==> src/rtl/i2c_pkg.sv <==
// i2c_pkg: state encoding, bus constants and a majority helper
// shared by the I2C target and its pin front end.
package i2c_pkg;

    typedef enum logic [3:0] {
        IDLE,
        ADDR,
        ADDR_ACK,
        PTRH,
        PTRH_ACK,
        PTRL,
        PTRL_ACK,
        WDATA,
        WDATA_ACK,
        RDATA,
        RDATA_ACK,
        WAIT_STOP
    } state_t;

    localparam logic I2C_ACK     = 1'b0;
    localparam logic I2C_NACK    = 1'b1;
    localparam logic I2C_RW_READ = 1'b1;

    function automatic logic maj3(input logic [2:0] v);
        return (v[0] & v[1]) | (v[0] & v[2]) | (v[1] & v[2]);
    endfunction

endpackage

==> src/rtl/i2c_bus_sync.sv <==
// i2c_bus_sync: pin synchronizers, optional majority filter
// (I2C_TARGET_GLITCH_FILTER_EN) and SCL edge / START / STOP detection.
module i2c_bus_sync
    import i2c_pkg::*;
(
    input  logic clock,
    input  logic reset,
    input  logic scl_pin,
    input  logic sda_pin,
    output logic scl_rise,
    output logic scl_fall,
    output logic sda_s,
    output logic start_det,
    output logic stop_det
);

    logic [1:0] scl_sync;
    logic [1:0] sda_sync;
    logic       scl_f;
    logic       sda_f;
    logic       scl_q;
    logic       sda_q;

    always_ff @(posedge clock) begin
        if (reset) begin
            scl_sync <= 2'b11;
            sda_sync <= 2'b11;
        end else begin
            scl_sync <= {scl_sync[0], scl_pin};
            sda_sync <= {sda_sync[0], sda_pin};
        end
    end

`ifdef I2C_TARGET_GLITCH_FILTER_EN
    logic [2:0] scl_hist;
    logic [2:0] sda_hist;

    // A one-clock pulse occupies a single history slot and never wins the vote.
    always_ff @(posedge clock) begin
        if (reset) begin
            scl_hist <= 3'b111;
            sda_hist <= 3'b111;
            scl_f    <= 1'b1;
            sda_f    <= 1'b1;
        end else begin
            scl_hist <= {scl_hist[1:0], scl_sync[1]};
            sda_hist <= {sda_hist[1:0], sda_sync[1]};
            scl_f    <= maj3(scl_hist);
            sda_f    <= maj3(sda_hist);
        end
    end
`else
    assign scl_f = scl_sync[1];
    assign sda_f = sda_sync[1];
`endif

    always_ff @(posedge clock) begin
        if (reset) begin
            scl_q <= 1'b1;
            sda_q <= 1'b1;
        end else begin
            scl_q <= scl_f;
            sda_q <= sda_f;
        end
    end

    assign sda_s     = sda_f;
    assign scl_rise  = scl_f & ~scl_q;
    assign scl_fall  = ~scl_f & scl_q;
    assign start_det = scl_f & scl_q & sda_q & ~sda_f;
    assign stop_det  = scl_f & scl_q & ~sda_q & sda_f;

endmodule

==> src/rtl/i2c_target.sv <==
// i2c_target: I2C responder with 16-bit big-endian register pointer,
// auto-increment and byte register port. Filter: I2C_TARGET_GLITCH_FILTER_EN.
module i2c_target
    import i2c_pkg::*;
#(
    parameter logic [6:0] DEVICE_ADDR = 7'h29
) (
    input  logic        clock,
    input  logic        reset,
    input  logic        SCL_in,
    input  logic        SDA_in,
    output logic        SDA_out,
    output logic        SDA_t,
    output logic [15:0] reg_addr,
    output logic [7:0]  reg_wdata,
    output logic        reg_we,
    output logic        reg_re,
    input  logic [7:0]  reg_rdata,
    output logic        busy,
    output logic        error_out
);

    logic       scl_rise;
    logic       scl_fall;
    logic       sda_s;
    logic       start_det;
    logic       stop_det;
    state_t     state;
    state_t     after_ack;
    logic [3:0] bit_cnt;
    logic [7:0] shift;
    logic [7:0] ptr_hi;
    logic [7:0] rx_byte;
    logic       rw;
    logic       inc_pend;
    logic       re_d;
    logic       sda_rel;
    logic       byte_end;
    logic       in_byte;

    i2c_bus_sync u_sync (
        .clock     (clock),
        .reset     (reset),
        .scl_pin   (SCL_in),
        .sda_pin   (SDA_in),
        .scl_rise  (scl_rise),
        .scl_fall  (scl_fall),
        .sda_s     (sda_s),
        .start_det (start_det),
        .stop_det  (stop_det)
    );

    assign rx_byte  = {shift[6:0], sda_s};
    assign byte_end = (bit_cnt == 4'd7);
    assign SDA_out  = sda_rel;
    assign SDA_t    = sda_rel;

    // The SCL rise leading into a STOP or repeated START counts as one bit.
    assign in_byte = (bit_cnt > 4'd1) &&
                     (state == PTRH || state == PTRL ||
                      state == WDATA || state == RDATA);

    always_comb begin
        after_ack = WDATA;
        if (state == ADDR_ACK) after_ack = PTRH;
        else if (state == PTRH_ACK) after_ack = PTRL;
    end

    always_ff @(posedge clock) begin
        if (reset) begin
            state     <= IDLE;
            bit_cnt   <= '0;
            shift     <= '0;
            ptr_hi    <= '0;
            rw        <= 1'b0;
            inc_pend  <= 1'b0;
            re_d      <= 1'b0;
            sda_rel   <= 1'b1;
            reg_addr  <= '0;
            reg_wdata <= '0;
            reg_we    <= 1'b0;
            reg_re    <= 1'b0;
            busy      <= 1'b0;
            error_out <= 1'b0;
        end else begin
            reg_we    <= 1'b0;
            reg_re    <= 1'b0;
            error_out <= 1'b0;
            inc_pend  <= 1'b0;
            re_d      <= reg_re;
            if (inc_pend || re_d) reg_addr <= reg_addr + 16'd1;
            if (re_d) shift <= reg_rdata;

            if (start_det) begin
                error_out <= in_byte;
                state     <= ADDR;
                bit_cnt   <= '0;
                sda_rel   <= 1'b1;
            end else if (stop_det) begin
                error_out <= in_byte;
                state     <= IDLE;
                bit_cnt   <= '0;
                sda_rel   <= 1'b1;
                busy      <= 1'b0;
            end else if (scl_rise) begin
                unique case (state)
                    ADDR: begin
                        shift   <= rx_byte;
                        bit_cnt <= bit_cnt + 4'd1;
                        if (byte_end) begin
                            if (rx_byte[7:1] == DEVICE_ADDR) begin
                                state <= ADDR_ACK;
                                busy  <= 1'b1;
                                rw    <= rx_byte[0];
                            end else begin
                                state <= WAIT_STOP;
                                busy  <= 1'b0;
                            end
                        end
                    end
                    PTRH, PTRL, WDATA: begin
                        shift   <= rx_byte;
                        bit_cnt <= bit_cnt + 4'd1;
                        if (byte_end) begin
                            if (state == PTRH) begin
                                ptr_hi <= rx_byte;
                                state  <= PTRH_ACK;
                            end else if (state == PTRL) begin
                                reg_addr <= {ptr_hi, rx_byte};
                                state    <= PTRL_ACK;
                            end else begin
                                reg_wdata <= rx_byte;
                                reg_we    <= 1'b1;
                                inc_pend  <= 1'b1;
                                state     <= WDATA_ACK;
                            end
                        end
                    end
                    RDATA: begin
                        bit_cnt <= bit_cnt + 4'd1;
                        if (byte_end) state <= RDATA_ACK;
                    end
                    ADDR_ACK: begin
                        if (bit_cnt == 4'd9 && rw == I2C_RW_READ)
                            reg_re <= 1'b1;
                    end
                    RDATA_ACK: begin
                        if (bit_cnt == 4'd9) begin
                            if (sda_s == I2C_ACK) reg_re <= 1'b1;
                            else state <= WAIT_STOP;
                        end
                    end
                    default: ;
                endcase
            end else if (scl_fall) begin
                unique case (state)
                    ADDR_ACK, PTRH_ACK, PTRL_ACK, WDATA_ACK: begin
                        if (bit_cnt == 4'd8) begin
                            sda_rel <= I2C_ACK;
                            bit_cnt <= 4'd9;
                        end else begin
                            bit_cnt <= '0;
                            if (state == ADDR_ACK && rw == I2C_RW_READ) begin
                                state   <= RDATA;
                                sda_rel <= shift[7];
                            end else begin
                                state   <= after_ack;
                                sda_rel <= 1'b1;
                            end
                        end
                    end
                    RDATA_ACK: begin
                        if (bit_cnt == 4'd8) begin
                            sda_rel <= I2C_NACK;
                            bit_cnt <= 4'd9;
                        end else begin
                            state   <= RDATA;
                            sda_rel <= shift[7];
                            bit_cnt <= '0;
                        end
                    end
                    RDATA: begin
                        sda_rel <= shift[6];
                        shift   <= {shift[6:0], 1'b1};
                    end
                    default: ;
                endcase
            end
        end
    end

endmodule

==> config.mk <==
export PLATFORM = sky130hd
export DESIGN_NAME = i2c_target
export DESIGN_NICKNAME = d
export VERILOG_FILES = /design/src/rtl/i2c_pkg.sv /design/src/rtl/i2c_bus_sync.sv /design/src/rtl/i2c_target.sv
export SDC_FILE = /design/constraint.sdc
export NUM_CORES = 1
export LEC_CHECK = 0
export ABC_CLOCK_PERIOD_IN_PS = 1790
export BUFFER_PORTS_ARGS = -buffer_cell sky130_fd_sc_hd__buf_2
export CAP_MARGIN = 20
export CORE_ASPECT_RATIO = 1.5
export CORE_MARGIN = 1.5
export CORE_UTILIZATION = 52
export DETAILED_ROUTE_END_ITERATION = 16
export GPL_TIMING_DRIVEN = 1
export MAX_ROUTING_LAYER = met4
export PLACE_DENSITY = 0.82
export SLEW_MARGIN = 20
export SYNTH_ARGS = -nofsm -noshare
export SYNTH_HDL_FRONTEND = slang
export SYNTH_SLANG_ARGS = --single-unit
==> constraint.sdc <==
create_clock -name clock -period 1.79 [get_ports clock]
set_input_delay 0.2685 -clock clock [delete_from_list [all_inputs] [get_ports clock]]
set_output_delay 0.2685 -clock clock [all_outputs]
set_load 0.02 [all_outputs]
==> summary.md <==
| Metric | Value |
|---|---|
| Core Area | `5828 sq um` |
| Post-synth top flop | `dfxtp_1` |
| Vias per inst | `5.953` |
| Slowest Stage Delay on Critical Path | `approximately 0.36 ns` |
| CP max-delay cell | `dfxtp_2` |
| Total Routing Usage GR | `26.15%` |
| Die width | `66.53 microns` |
| Failing checks | `setup timing` |
| Fin. max-slew vios | `0` |
| Final Worst Setup Slack | `-0.07036 ns` |
| Nets | `457` |
| Initial antenna violation count | `0` |
| Synth top area share | `38.79%` |
| Syn avg cell area | `between 8 and 9 sq um` |
| Synthesized flop and latch total | `61` |
| Worst-path clk slew | `0.07 ns` |
| Crit start category | `flip-flop` |
| DR iter-0 viols | `231` |
| Synth Cell Area | `3148 sq um` |
| Max VDD drop | `approximately 530 uV` |
| Slew Limit Headroom | `70.86%` |
| Mux contribution to synthesized area | `8.585%` |
| Top post-synthesis cells by area | `dfxtp_1, mux2i_1, nor2_1` |
| Total die area | `6539 sq um` |
| Inserted Clock Buffers | `9` |
| Final setup fails | `5` |
| Maxcap violations | `0` |
| Pwr dens | `668.2 nW/um^2` |
| Ys Warns | `0` |
| Async SR Flop Fraction | `0%` |
| Min Tclk post-route | `roughly 1.9 ns` |
| WL final | `between 8 and 9 mm` |
| Syn_nets | `376` |
| Fraction of layout cells with a size suffix above 1 | `36.20%` |
| Largest family of logic cells by synthesized area | `simple AND/OR/NAND/NOR gates` |
| Setup TNS | `-0.1845 ns` |
| Register area share after synthesis | `38.79%` |
| Delay-heaviest family, CP | `simple AND/OR/NAND/NOR gates` |
| CTS max path bufs | `2` |
| Pleak | `1.653 nW` |
| Max Fclk | `approximately 0.54 GHz` |
| Global-route wire length before repair | `12.71 mm` |
| Fin. Hold Viols | `0` |
| # port buffers | `a little over 40` |
| Post-synthesis simple-gate area fraction | `24.64%` |
| RSZ-0062 raised after global routing | `yes` |
| Setup CP Type | `reg2reg` |
| CP cell instances | `ha_4 -> nand3b_1 -> nor3_4 -> buf_6 -> nand4b_1 -> buf_6 -> clkbuf_16 -> a211oi_1` |
| Data arrival, critical path | `2.10 ns` |
| Area share of xor/xnor cells in the synthesized design | `4.730%` |
| Setup slack after placement | `-0.04707 ns` |
| Diodes inserted | `0` |
| TritonCTS clock tree | `done` |
| Most frequent cells after synthesis | `dfxtp_1, nor2_1, mux2i_1, a211oi_1, nand2_1` |
| Site Rows | `34` |
| CTS Root Cell | `clkbuf_8` |
| Worst path most repeated cell | `buf_6` |
| Post-Synth Adder-Cell Area | `between 3 and 4%` |
| Count of different cell masters after synthesis | `54` |
| Max Clock Skew | `0.01413 ns` |
| Post-synth EDFFs | `0` |
| Clk_lat worst skew | `0.34 ns` |
| Endpoint class of the critical path | `flip-flop` |
| Starting Density | `54.01%` |
| DRT antenna net count | `0` |
| Count leader, synth | `dfxtp_1` |
| Largest net degree at the start of global routing | `41` |
| Remaining DRCs | `0` |
| Clk sink count | `61` |
| GR Overflow Total | `0` |
| Vias after detailed routing | `3060` |
| Die height | `98.29 microns` |
| CP Buf/Inv Count | `3` |
| Worst Tran Pin Value | `between 0.4 and 0.5 ns` |
| RePlAce Congestion | `about 0.99` |
| Synth area leader | `dfxtp_1` |
| Hold Crit Class | `in2reg` |
| Cells after Synth | `356` |
| Drt pass-1 iters | `4` |
| Status | `finished, violations left` |
| Tcrit/Tclk final | `103.9%` |
| Number of global-route vias before repair | `between 2000 and 3000` |
| Area added between synthesis and finish | `32.67%` |
| Synth Area in Compound Gates | `16.06%` |
| Critical Path RT | `2.03 ns` |
| CTS H-tree depth | `3` |
| Final HPWL from detailed placement | `between 5 and 6 mm` |
| Worst Path Max Fanout | `15` |
| Final Power | `2.791 mW` |
| Avg WL per Cell | `17.25 microns` |
| Top-Level Pins | `42` |
## state kept, by name (all words and copies together), names as in the netlist
signal,cells
re_d,1
reg_re,1
u_sync.sda_q,1
state,4
ptr_hi,8
busy,1
u_sync.scl_sync,2
u_sync.sda_sync,2
inc_pend,1
reg_addr,16
error_out,1
SDA_out,1
bit_cnt,4
rw,1
shift,8
reg_wdata,8
u_sync.scl_q,1
## final cells by class
class | instances | area, sq um
Multi-Input combinational cell | 267 | 1978
Fill cell | 398 | 1652
Sequential cell | 61 | 1230
Timing Repair Buffer | 92 | 663.1
Clock buffer | 12 | 145.1
Tap cell | 72 | 90.09
Clock inverter | 4 | 47.55
Inverter | 6 | 22.52
## report_power, final
group | switching [mW] | total (mW) | internal [mW]
clock | 0.556 | 1.23 | 0.678
sequential | 0.0133 | 1.38 | 1.37
combinational | 0.105 | 0.177 | 0.0713
total | 0.675 | 2.79 | 2.12
## logic make-up after synthesis
family	after synthesis
fa+ha+maj	8
flops	61
simple gates	143
mux	27
compound gates	72
xor+xnor	17
buf+inv	28
## layer usage
layer	vias up	GRT usage, %	share of wire [%]
met3	45	6.221	4.4
met5	-	-	0
li1	1440	-	-
met1	1454	25.89	37
met4	0	14.13	5.3
met2	121	45.62	53
## cell usage in the layout (no fill, tap or decap), types with 8 or more instances in the layout
master,n
buf_2,41
a211oi_1,13
a211oi_2,8
buf_4,43
dfxtp_1,54
a21oi_1,13
nor2_1,42
nor3_1,8
xor2_1,10
clkbuf_8,10
nand2_1,14
mux2i_1,27
o21ai_0,8
nand3_1,9
## final timing paths
| check | startpoint | to | slack (ns) | depth (start not counted) |
|---|---|---|---|---|
| setup reg to reg | bit_cnt[0] | reg_addr[13] | -0.07 | 8 |
| hold reg to reg | u_sync.sda_sync[0] | u_sync.sda_sync[1] | 0.41 | 1 |
| setup / recovery | bit_cnt[0] | reg_addr[13] | -0.07 | 8 |
| hold / removal | SDA_in | u_sync.sda_sync[0] | 0.11 | 2 |
## metrics by stage
step | util (%) | instance area [sq um] | instances | hold WS [ns]
2_1_floorplan | - | 3148 | 356 | 0.3723
3_3_place_gp | 63.01 | 3672 | 488 | 0.3906
3_5_place_dp | 63.01 | 3672 | 488 | 0.3980
4_1_cts | 67.24 | 3919 | 508 | 0.1021
5_1_grt | 71.66 | 4177 | 514 | 0.09707
6_report | 71.66 | 4177 | 514 | 0.1129
## worst reg2reg max path, cell delays in order, from the launching register on
cell	delay, ns
dfxtp_2	0.36
ha_4	0.14
nand3b_1	0.15
nor3_4	0.26
buf_6	0.13
nand4b_1	0.12
buf_6	0.17
clkbuf_16	0.19
a211oi_1	0.26
## repair_timing
item / 4_1_cts / 5_1_grt
pin swaps: 4 / 8
hold buffers: 0 / 0
cloned: 0 / 2
setup buffers: 4 / 4
resized for setup: 5 / 53
setup endpoints to repair: 11 / 38
(Power assumes the default switching activity.)
